## config.mk

```make
export PLATFORM = sky130hd
export DESIGN_NAME = insn_fetch
export DESIGN_NICKNAME = d
export VERILOG_FILES = /design/src/rtl/insn_fetch_pkg.sv /design/src/rtl/insn_fetch_fifo.sv /design/src/rtl/insn_fetch.sv
export SDC_FILE = /design/constraint.sdc
export NUM_CORES = 1
export LEC_CHECK = 0
export CORE_MARGIN = 1.5
export CORE_UTILIZATION = 25
export CTS_CLUSTER_DIAMETER = 30
export DETAILED_ROUTE_END_ITERATION = 8
export GPL_ROUTABILITY_DRIVEN = 0
export PLACE_DENSITY_LB_ADDON = 0.2
export RECOVER_POWER = 25
export SYNTH_ARGS = -nofsm -noshare
export SYNTH_HDL_FRONTEND = slang
export SYNTH_SLANG_ARGS = --single-unit
```

## constraint.sdc

```tcl
create_clock -name clk -period 2.6 [get_ports clk]
set_input_delay 0.26 -clock clk [delete_from_list [all_inputs] [get_ports clk]]
set_output_delay 0.26 -clock clk [all_outputs]
set_load 0.03 [all_outputs]
```

## src/rtl/insn_fetch_pkg.sv

```systemverilog
// Shared types and constants for the instruction fetch unit and its prefetch FIFO.
package insn_fetch_pkg;

  localparam int INSN_W = 16;
  localparam int IP_W   = 16;
  localparam logic [IP_W-1:0] IP_ALIGN_MASK = 16'hFFFE;

  typedef enum logic [1:0] {
    IDLE,
    BUSY,
    DROP
  } fetch_state_t;

  typedef struct packed {
    logic [IP_W-1:0]   addr;
    logic [INSN_W-1:0] data;
  } fetch_entry_t;

  function automatic logic [IP_W-1:0] align_ip(input logic [IP_W-1:0] ip);
    return ip & IP_ALIGN_MASK;
  endfunction

endpackage

```

## src/rtl/insn_fetch_fifo.sv

```systemverilog
// Prefetch FIFO of {addr, data} entries; flush wins over push and pop.
module fetch_fifo
  import insn_fetch_pkg::*;
#(
  parameter int DEPTH = 2
) (
  input  logic                     clk,
  input  logic                     rst,
  input  logic                     push,
  input  logic                     pop,
  input  logic                     flush,
  input  fetch_entry_t             push_entry,
  output fetch_entry_t             head,
  output logic [$clog2(DEPTH):0]   count,
  output logic                     empty
);

  localparam int PTR_W = $clog2(DEPTH);
  localparam int CNT_W = PTR_W + 1;
  localparam logic [CNT_W-1:0] DEPTH_CNT = CNT_W'(DEPTH);

  fetch_entry_t     slots [DEPTH];
  logic [PTR_W-1:0] rd_ptr;
  logic [PTR_W-1:0] wr_ptr;
  logic             do_push;
  logic             do_pop;

  // A push into a full FIFO is only accepted when the head leaves in the same cycle.
  assign do_pop  = pop && (count != '0);
  assign do_push = push && ((count < DEPTH_CNT) || do_pop);

  always_ff @(posedge clk) begin
    if (rst) begin
      rd_ptr <= '0;
      wr_ptr <= '0;
      count  <= '0;
      for (int i = 0; i < DEPTH; i++) begin
        slots[i] <= '0;
      end
    end else if (flush) begin
      rd_ptr <= '0;
      wr_ptr <= '0;
      count  <= '0;
    end else begin
      if (do_push) begin
        slots[wr_ptr] <= push_entry;
        wr_ptr        <= wr_ptr + PTR_W'(1);
      end
      if (do_pop) begin
        rd_ptr <= rd_ptr + PTR_W'(1);
      end
      if (do_push && !do_pop) begin
        count <= count + CNT_W'(1);
      end else if (do_pop && !do_push) begin
        count <= count - CNT_W'(1);
      end
    end
  end

  assign head  = slots[rd_ptr];
  assign empty = (count == '0);

endmodule

```

## src/rtl/insn_fetch.sv

```systemverilog
// Instruction fetch: owns the fetch pointer, issues single-outstanding memory reads,
// and feeds the decoder from a prefetch FIFO with redirect-driven flushes.
module insn_fetch
  import insn_fetch_pkg::*;
#(
  parameter logic [IP_W-1:0] RESET_IP = 16'h0000,
  parameter int              DEPTH    = 2
) (
  input  logic              clk,
  input  logic              rst,
  input  logic              redirect,
  input  logic [IP_W-1:0]   redirect_addr,
  output logic              mem_req,
  output logic [IP_W-1:0]   mem_addr,
  input  logic              mem_ack,
  input  logic [INSN_W-1:0] mem_rdata,
  output logic [INSN_W-1:0] insn,
  output logic [IP_W-1:0]   insn_addr,
  output logic              insn_valid,
  input  logic              insn_ready
);

  localparam int CNT_W = $clog2(DEPTH) + 1;
  localparam logic [CNT_W-1:0] DEPTH_CNT = CNT_W'(DEPTH);
  localparam logic [IP_W-1:0]  RESET_IP_ALIGNED = RESET_IP & IP_ALIGN_MASK;

  fetch_state_t     state;
  fetch_state_t     state_next;
  logic [IP_W-1:0]  fetch_ip;
  logic [IP_W-1:0]  fetch_ip_next;
  logic [IP_W-1:0]  mem_addr_next;
  logic             mem_req_next;
  logic             issue;
  logic             ack_live;
  logic             bus_free;
  logic             push;
  logic             pop;
  logic [CNT_W-1:0] count;
  logic [CNT_W-1:0] count_next;
  fetch_entry_t     push_entry;
  fetch_entry_t     head;
  logic             fifo_empty;

  // An ack only means something while a request is outstanding; a stray ack in IDLE is ignored.
  assign ack_live   = mem_ack && (state != IDLE);
  assign bus_free   = (state == IDLE) || ack_live;
  assign pop        = insn_valid && insn_ready && !redirect;
  assign push       = ack_live && (state == BUSY) && !redirect;
  assign push_entry = '{addr: fetch_ip, data: mem_rdata};

  always_comb begin
    count_next = count;
    if (redirect) begin
      count_next = '0;
    end else if (push && !pop) begin
      count_next = count + CNT_W'(1);
    end else if (pop && !push) begin
      count_next = count - CNT_W'(1);
    end
  end

  always_ff @(posedge clk) begin
    if (rst) begin
      state <= IDLE;
    end else begin
      state <= state_next;
    end
  end

  // A new read goes out only once the bus is free and the FIFO will still have room for its data.
  always_comb begin
    state_next = state;
    issue      = 1'b0;
    if (bus_free) begin
      issue      = (count_next < DEPTH_CNT);
      state_next = issue ? BUSY : IDLE;
    end else if (redirect) begin
      state_next = DROP;
    end
  end

  always_comb begin
    fetch_ip_next = fetch_ip;
    if (redirect) begin
      fetch_ip_next = align_ip(redirect_addr);
    end else if (push) begin
      fetch_ip_next = fetch_ip + IP_W'(2);
    end
    mem_req_next  = issue || !bus_free;
    mem_addr_next = issue ? fetch_ip_next : mem_addr;
  end

  always_ff @(posedge clk) begin
    if (rst) begin
      mem_req  <= 1'b0;
      mem_addr <= RESET_IP_ALIGNED;
      fetch_ip <= RESET_IP_ALIGNED;
    end else begin
      mem_req  <= mem_req_next;
      mem_addr <= mem_addr_next;
      fetch_ip <= fetch_ip_next;
    end
  end

  fetch_fifo #(
    .DEPTH(DEPTH)
  ) u_fifo (
    .clk       (clk),
    .rst       (rst),
    .push      (push),
    .pop       (pop),
    .flush     (redirect),
    .push_entry(push_entry),
    .head      (head),
    .count     (count),
    .empty     (fifo_empty)
  );

  assign insn_valid = !fifo_empty;
  assign insn       = head.data;
  assign insn_addr  = head.addr;

endmodule
```

==> impl_metrics.toml, run 1 <==
[status]
outcome = "complete, no violations"

[sta]
finalHoldViolCount = 0
relSlewSlack_pct = 39.5
post-route-min-period_ns = 2.21
rsz0062_at_grt = "no"
worstMarginPinSlew_ns = 0.908
finalCritPeriodShare_pct = 85.1
setup_viol = 0
finClkSkew_ns = 0.0102
fmax_ghz = 0.452
worst_hold_slack_ns = 0.475
slew_viol_final = 0
tns_ns = 0

[logic_synthesis]
ys_seq_area_share_pct = 57.8
syn_inst = 400
yosysUniqueCellTypes = 42
ys_warn_count = 0
synth_seq_cells = 104
synth_edf_count = 64
synth_flop_cell = "edfxtp_1"
syn_area_per_cell_um2 = 11.8
syn_area_mm2 = 0.00471
async_reset_ff_share_pct = 0
syn-num-nets = 440

[worst_setup_path]
crit_type = "in -> reg"
worstPathRequired_ns = 2.89
endpoint_kind = "flip-flop"
start_kind = "input port"
rrSetupSlack_ns = 0.40
cp_max_fo = 22
cp.arrival_ns = 2.50

[clock_network]
cts_hold_buf = 0
root_buffer = "clkbuf_16"
postCtsSetupRepairBufs = 0
cts_resized = 0
clk_latency_ns = 0.36
cts.sinks = 104
htreeDepth = 3
clkSlewWorstSetupHoldPaths_ns = 0.07
clk_path_buf_depth = 2
cts_buffers = 9
cts_tree = "yes"

[power]
finalPower_uw = 3780
p_leak_uw = 0.00231
power_density_mw_per_mm2 = 612
peakVddDrop_v = 0.000303

[final_layout]
final_cells = 725
n_antenna_cell = 0
nets = 526
final_area_mm2 = 0.00618
final_common_cell = "clkdlybuf4s50_1"
multi_input_area_mm2 = 0.00184
areaGrowthSynthToFinish_pct = 31.1
seqCellArea_mm2 = 0.00272
fillers = 1890
mostFrequentLayoutCells = "clkdlybuf4s50_1, edfxtp_1, and2_1, dfxtp_1, mux2_2"
drive_gt1_share_pct = 13.2

[placed_design]
dpl.cell_count = 709
port_buffers = 85
post_dp_cell_area_mm2 = 0.00590
place.detailed.hpwl_um = 7320

[route]
drt_iter0_markers = 112
drcViolationCount = 0
totalWireLength_um = 11200
vias = 3177
ant_nets = 0
dr.pass1.iters = 4
routed_via_density = 4.38
post_drt_wl_per_cell_um = 15.4

[die]
die_w_um = 140
fp.coreArea_mm2 = 0.0186
die_h_um = 140
initial_core_util_pct = 25.4
num_rows = 50
num_io_pins = 87
dieArea_mm2 = 0.0197

[global_route]
grt_overflow_total = 0
grtUsageTotal_pct = 11.9
grt_max_degree = 33
antenna_found_initial = 0
grt_pass1_wl_um = 17700
first_global_vias = 3262

[worst_hold_path]
hp-class = "reg -> reg"

[flow_run]
drv_cap = 0
## layer usage
metal	track usage [%]	part of all wire, %	vias up
met3	3.83	4.5	10
met1	14.8	47	1502
met5	0	0	-
li1	-	-	1583
met2	20.0	47	82
met4	3.32	1.4	0
## critical path: stages
cell           delay [ns]
dlygate4sd3_1        0.76
buf_4                0.23
clkbuf_1             0.69
o31ai_1              0.21
nand2b_1             0.21
a21oi_1              0.13
## Yosys cell counts, types with 3 or more instances
cell,number,area (µm²)
buf_1,6,22.5
nor3_1,15,75.1
o211ai_1,4,30.0
nand2_1,16,60.1
nor4_1,7,43.8
nor2_1,26,97.6
a21oi_1,15,75.1
dfxtp_1,40,801
o21ai_0,7,35.0
inv_1,7,26.3
nand2b_1,13,81.3
mux2i_1,7,70.1
nor3b_1,3,22.5
xnor2_1,8,70.1
edfxtp_1,64,1920
clkbuf_1,14,52.6
nand4b_1,3,26.3
o211a_1,4,40.0
a21o_1,3,22.5
xor2_1,8,70.1
mux2_2,32,360
buf_6,3,33.8
ha_1,3,37.5
and2_1,66,413
nand4_1,4,25.0
## cell families (layout without fill, tap and decap cells)
kind of cell	after synthesis	count (layout)	share of synthesized area (%)
simple gates	162	162	19.3
flops	104	104	57.8
compound gates	44	44	6.91
mux	39	39	9.14
buf+inv	32	123	3.13
xor+xnor	16	16	2.97
fa+ha+maj	3	3	0.797
## state kept, by name (all words and copies together) (netlist names), named ones only
signal and flops:
u_fifo.slots 64, fetch_ip 16, mem_addr 16, state 2, u_fifo.count 2, mem_req 1
u_fifo.rd_ptr 1, u_fifo.wr_ptr 1
## where the power goes
| part | internal [µW] | switching (µW) |
|---|---|---|
| registers | 1830 | 52.7 |
| clock network | 746 | 626 |
| logic | 235 | 288 |
| total | 2820 | 967 |
## area by class of cell
cell class                      count  share of cell area (%)
Clock inverter                      7                    1.15
Clock buffer                        9                    3.65
Multi-Input combinational cell    264                    29.8
Sequential cell                   104                    44.1
Tap cell                          234                    4.74
Inverter                            7                   0.425
Timing Repair Buffer              100                    16.2
## final timing paths
path	start	to	cells after the start
max	redirect	mem_addr[8]$_SDFFE_PP0P_	6
min	mem_addr[8]$_SDFFE_PP0P_	mem_addr[8]$_SDFFE_PP0P_	2
max reg2reg	u_fifo.count[1]$_SDFFE_PP0P_	mem_addr[3]$_SDFFE_PP0P_	8
min reg2reg	mem_addr[8]$_SDFFE_PP0P_	mem_addr[8]$_SDFFE_PP0P_	2
## per-stage QoR
step	utilization, %	worst slack (ns)
after floorplan	-	0.239
after global placement	31.8	0.271
after detailed placement	31.8	0.231
after CTS	33.4	0.346
after global routing	33.2	0.143
final	33.2	0.387
No activity file was read; power rests on OpenSTA's default activity.
==> inputs of run 2 (changes only) <==
--- a/config.mk
+++ b/config.mk
@@ -5,13 +5,15 @@
 export SDC_FILE = /design/constraint.sdc
 export NUM_CORES = 1
 export LEC_CHECK = 0
-export CORE_MARGIN = 1.5
+export CORE_MARGIN = 5
 export CORE_UTILIZATION = 25
 export CTS_CLUSTER_DIAMETER = 30
 export DETAILED_ROUTE_END_ITERATION = 8
 export GPL_ROUTABILITY_DRIVEN = 0
+export MAX_ROUTING_LAYER = met4
 export PLACE_DENSITY_LB_ADDON = 0.2
 export RECOVER_POWER = 25
+export SLEW_MARGIN = 20
 export SYNTH_ARGS = -nofsm -noshare
 export SYNTH_HDL_FRONTEND = slang
 export SYNTH_SLANG_ARGS = --single-unit
==> impl_metrics.toml, run 2 (synthesis results as in run 1) <==
[worst_setup_path]
reg2reg_depth = 8
endpoint_kind = "flip-flop"
r2r-end = "u_fifo.slots[1][24]$_SDFFCE_PN0P_"
rrSetupSlack_ns = 0.34
cp_max_fo = 15
crit_end = "u_fifo.slots[1][24]$_SDFFCE_PN0P_"
r2r-start = "u_fifo.count[1]$_SDFFE_PP0P_"
worstPathRequired_ns = 2.81
start_kind = "flip-flop"
cp.arrival_ns = 2.47
startpoint = "u_fifo.count[1]$_SDFFE_PP0P_"
crit_type = "reg -> reg"

[die]
initial_core_util_pct = 25.3
die_w_um = 147
fp.coreArea_mm2 = 0.0186
num_io_pins = 87
dieArea_mm2 = 0.0217
die_h_um = 147
num_rows = 50

[global_route]
antenna_found_initial = 0
first_global_vias = 3376
grt_pass1_wl_um = 18400
grt_max_degree = 33
grt_overflow_total = 0
grtUsageTotal_pct = 11.3

[power]
peakVddDrop_v = 0.000338
pwr-share-clk_pct = 35.3
p_sw_share_pct = 25.1
power_density_mw_per_mm2 = 598
p_switching_uw = 948
internal_power_uw = 2830
p_seq_share_pct = 49.9
p_leak_uw = 0.00239
power_frac_comb_pct = 14.8

[clock_network]
clk_path_buf_depth = 2
clkSlewWorstSetupHoldPaths_ns = 0.07
cts_resized = 0
cts_tree = "yes"
cts.sinks = 104
postCtsSetupRepairBufs = 0
cts_buffers = 9
root_buffer = "clkbuf_16"
htreeDepth = 3
clk_latency_ns = 0.35
cts_hold_buf = 0

[sta]
slew_viol_final = 0
finalCritPeriodShare_pct = 86.9
finalHoldViolCount = 0
setup_viol = 0
worstMarginPinSlew_ns = 0.693
tns_ns = 0
post-route-min-period_ns = 2.26
worst_slack_ns = 0.342
relSlewSlack_pct = 53.8
finClkSkew_ns = 0.00696
fmax_ghz = 0.443
rsz0062_at_grt = "no"

[final_layout]
postLayoutCoreUtil_pct = 33.9
n_antenna_cell = 0
drive_gt1_share_pct = 15.7
nets = 526
final_common_cell = "edfxtp_1"
fillers = 1848
areaGrowthSynthToFinish_pct = 34.3
reg.largest.list = "u_fifo.slots: 64 flops, fetch_ip: 16 flops, mem_addr: 16 flops"
top_register = "u_fifo.slots"
mostFrequentLayoutCells = "edfxtp_1, and2_1, clkdlybuf4s50_1, dfxtp_1, mux2_2"
largest_register_ffs = 64

[route]
vias = 3173
ant_nets = 0
dr.pass1.iters = 4
drcViolationCount = 0
drt_iter0_markers = 144
post_drt_wl_per_cell_um = 15.8
totalWireLength_um = 11400
routed_via_density = 4.38

[worst_hold_path]
hp-class = "reg -> reg"

[placed_design]
port_buffers = 85
dpl_worst_slack_ns = 0.230
place.detailed.hpwl_um = 7790

[flow_run]
drv_cap = 0

[status]
outcome = "complete, no violations"
[run 2: cell count changes in the layout (fill, tap and decap cells not counted), moves of 2 or more]
cell,before,now
mux2_1,0,3
clkinv_1,0,2
clkdlybuf4s50_1,67,50
buf_12,4,20
mux2_2,32,29
[run 2: how the worst min path moves through the flow]
stage / endpoint / slack [ns] / start / cells after the start
floorplan: fetch_ip[12]$_SDFF_PP0_ / 0.42 / redirect_addr[12] / 2
global placement: mem_addr[5]$_SDFFE_PP0P_ / 0.47 / mem_addr[5]$_SDFFE_PP0P_ / 2
detailed placement: mem_addr[9]$_SDFFE_PP0P_ / 0.46 / mem_addr[9]$_SDFFE_PP0P_ / 2
CTS: mem_addr[9]$_SDFFE_PP0P_ / 0.48 / mem_addr[9]$_SDFFE_PP0P_ / 2
global route: mem_addr[4]$_SDFFE_PP0P_ / 0.51 / mem_addr[4]$_SDFFE_PP0P_ / 2
finish: mem_addr[12]$_SDFFE_PP0P_ / 0.47 / mem_addr[12]$_SDFFE_PP0P_ / 2
[run 2: final cells by class]
type	instances	area (µm²)	area share (%)
Sequential cell	104	2720	43.0
Multi-Input combinational cell	264	1840	29.1
Timing Repair Buffer	100	1160	18.3
Tap cell	234	293	4.63
Clock buffer	9	225	3.56
Clock inverter	7	62.6	0.989
Inverter	7	26.3	0.415
[run 2: stage by stage]
| stage | cell area [µm²] | cells | total power [µW] | hold WS (ns) |
|---|---|---|---|---|
| floorplan | 4710 | 400 | 2220 | 0.423 |
| global placement | 6060 | 709 | 2500 | 0.466 |
| detailed placement | 6060 | 709 | 2500 | 0.463 |
| CTS | 6350 | 725 | 3880 | 0.478 |
| global route | 6330 | 725 | 3960 | 0.508 |
| finish | 6330 | 725 | 3780 | 0.474 |
[run 2: per-layer routing]
layer / GRT usage, % / vias to the layer above / part of all wire, %
li1: - / 1581 / -
met1: 13.6 / 1501 / 46
met2: 18.6 / 79 / 49
met3: 3.30 / 12 / 4.5
met4: 3.08 / 0 / 0.94
met5: - / - / 0
[run 2: power groups by stage]
stage	combinational [µW]	clock [µW]	sequential, µW
4_1_cts	582	1400	1890
6_report	558	1340	1890
2_1_floorplan	266	0	1960
3_5_place_dp	579	0	1930
5_1_grt	600	1460	1900
3_3_place_gp	576	0	1920
[run 2: critical path, cell delays in order, from the launching register on]
cell and delay (ns):
dfxtp_1 0.42, inv_1 0.07, ha_1 0.21, nand2b_1 0.17
a21oi_1 0.20, nand2_1 0.15, nor2_1 0.14, clkbuf_1 0.52
and2_1 0.22
==> edit, RTL diff (flow settings as in run 2) <==
`DEPTH` is set to 2 in 2 places; all go to 4.
--- a/src/rtl/insn_fetch_fifo.sv
+++ b/src/rtl/insn_fetch_fifo.sv
@@ -2,7 +2,7 @@
 module fetch_fifo
   import insn_fetch_pkg::*;
 #(
-  parameter int DEPTH = 2
+  parameter int DEPTH = 4
 ) (
   input  logic                     clk,
   input  logic                     rst,
--- a/src/rtl/insn_fetch.sv
+++ b/src/rtl/insn_fetch.sv
@@ -4,7 +4,7 @@
   import insn_fetch_pkg::*;
 #(
   parameter logic [IP_W-1:0] RESET_IP = 16'h0000,
-  parameter int              DEPTH    = 2
+  parameter int              DEPTH    = 4
 ) (
   input  logic              clk,
   input  logic              rst,
Behaviour: not the same (Yosys sat finds a counterexample within 4 cycles, from zero or initial values and one cycle with rst high).
==> edit against run 2 <==
Clock power up 91%. Clock skew up 0.0024 ns. Highest routed layer unchanged. Total power increased by 67%. Synthesized area up 62%. Setup slack got worse by 0.032 ns. Count of clock-buffer cells in the layout is 9 higher. Largest cell class unchanged. Cell area up 56%. Sequential cell count grew 68. Wire length grew 72%. Critical endpoint is now insn_addr[2].
==> edit: results (changes against run 2) <==
| Metric | Value |
|---|---|
| Synth cell count leaders | 128 x edfxtp_1, 86 x and2_1, 44 x dfxtp_1 |
| CP max stage cell | dfxtp_2 |
| M3 GR Usage | 2.664% (-0.64 points) |
| Drt first pass iters | 5 (+1) |
| Max Clock Skew | 0.009327 ns (+0.002367 ns) |
| Status | finished clean |
| WL met3 | 934 um (+82%) |
| Post-Synthesis Cells | 564 (+41%) |
| Worst VDD drop | 0.3989 mV (+18%) |
| Switch Pwr | 1.544 mW (+63%) |
| Fillers | 3009 (+63%) |
| Met2 routed WL | 9301 um (+67%) |
| Initial drt markers | 280 (+94%) |
| First-pass GRT wire length | 30410 um (+65%) |
| WP data arrival | 2.03 ns (-0.44 ns) |
| Largest net degree at the start of global routing | 44 (+33%) |
| Number of synthesized flops with an enable pin | 128 (+100%) |
| Overall global routing resource usage | 12.09% (+0.80 points) |
| Vias in the first global route | 5130 (+52%) |
| CTS Buf Count | 17 (+8) |
| Xor and xnor area share after synthesis | 1.950% (-1.0 points) |
| Fin cells | 1068 (+47%) |
| Worst skew pair latency | 0.42 ns (+0.07 ns) |
| Post-route cell area | 9867 um^2 (+56%) |
| Share of cells above drive strength 1 | 20.09% (+4.4 points) |
| WL per Instance | 18.43 um (+17%) |
| Dpl cell area | 9310 um^2 (+54%) |
| Slew margin rel. | 52.42% (-1.4 points) |
| Post-synthesis sequential area ratio | 61.88% (+4.1 points) |
-- edit: final timing paths --
path / from / cells past startpoint / end
worst max-delay path: register / 3 / insn_addr[2]
worst min-delay path: mem_addr[13] / 2 / mem_addr[13]
worst max register to register: state[0] / 6 / u_fifo.slots[1][0]
worst min register to register: mem_addr[13] / 2 / mem_addr[13]
-- edit: area by class of cell --
cell class | count | share of cell area, %
clock buffer | 18 | 4.349
tap | 396 | 5.022
inverter | 12 | 0.4565
timing repair buffer | 115 | 13.18
multi-input combinational | 341 | 27.53
clock inverter | 14 | 1.572
sequential | 172 | 47.89
-- edit: power groups by stage --
stage	Sequential [mW]	Combinational, mW	Clock [mW]
2_1_floorplan	3.20	0.290	0
3_3_place_gp	3.18	0.650	0
3_5_place_dp	3.19	0.654	0
4_1_cts	3.13	0.656	2.61
5_1_grt	3.14	0.678	2.71
6_report	3.13	0.631	2.56
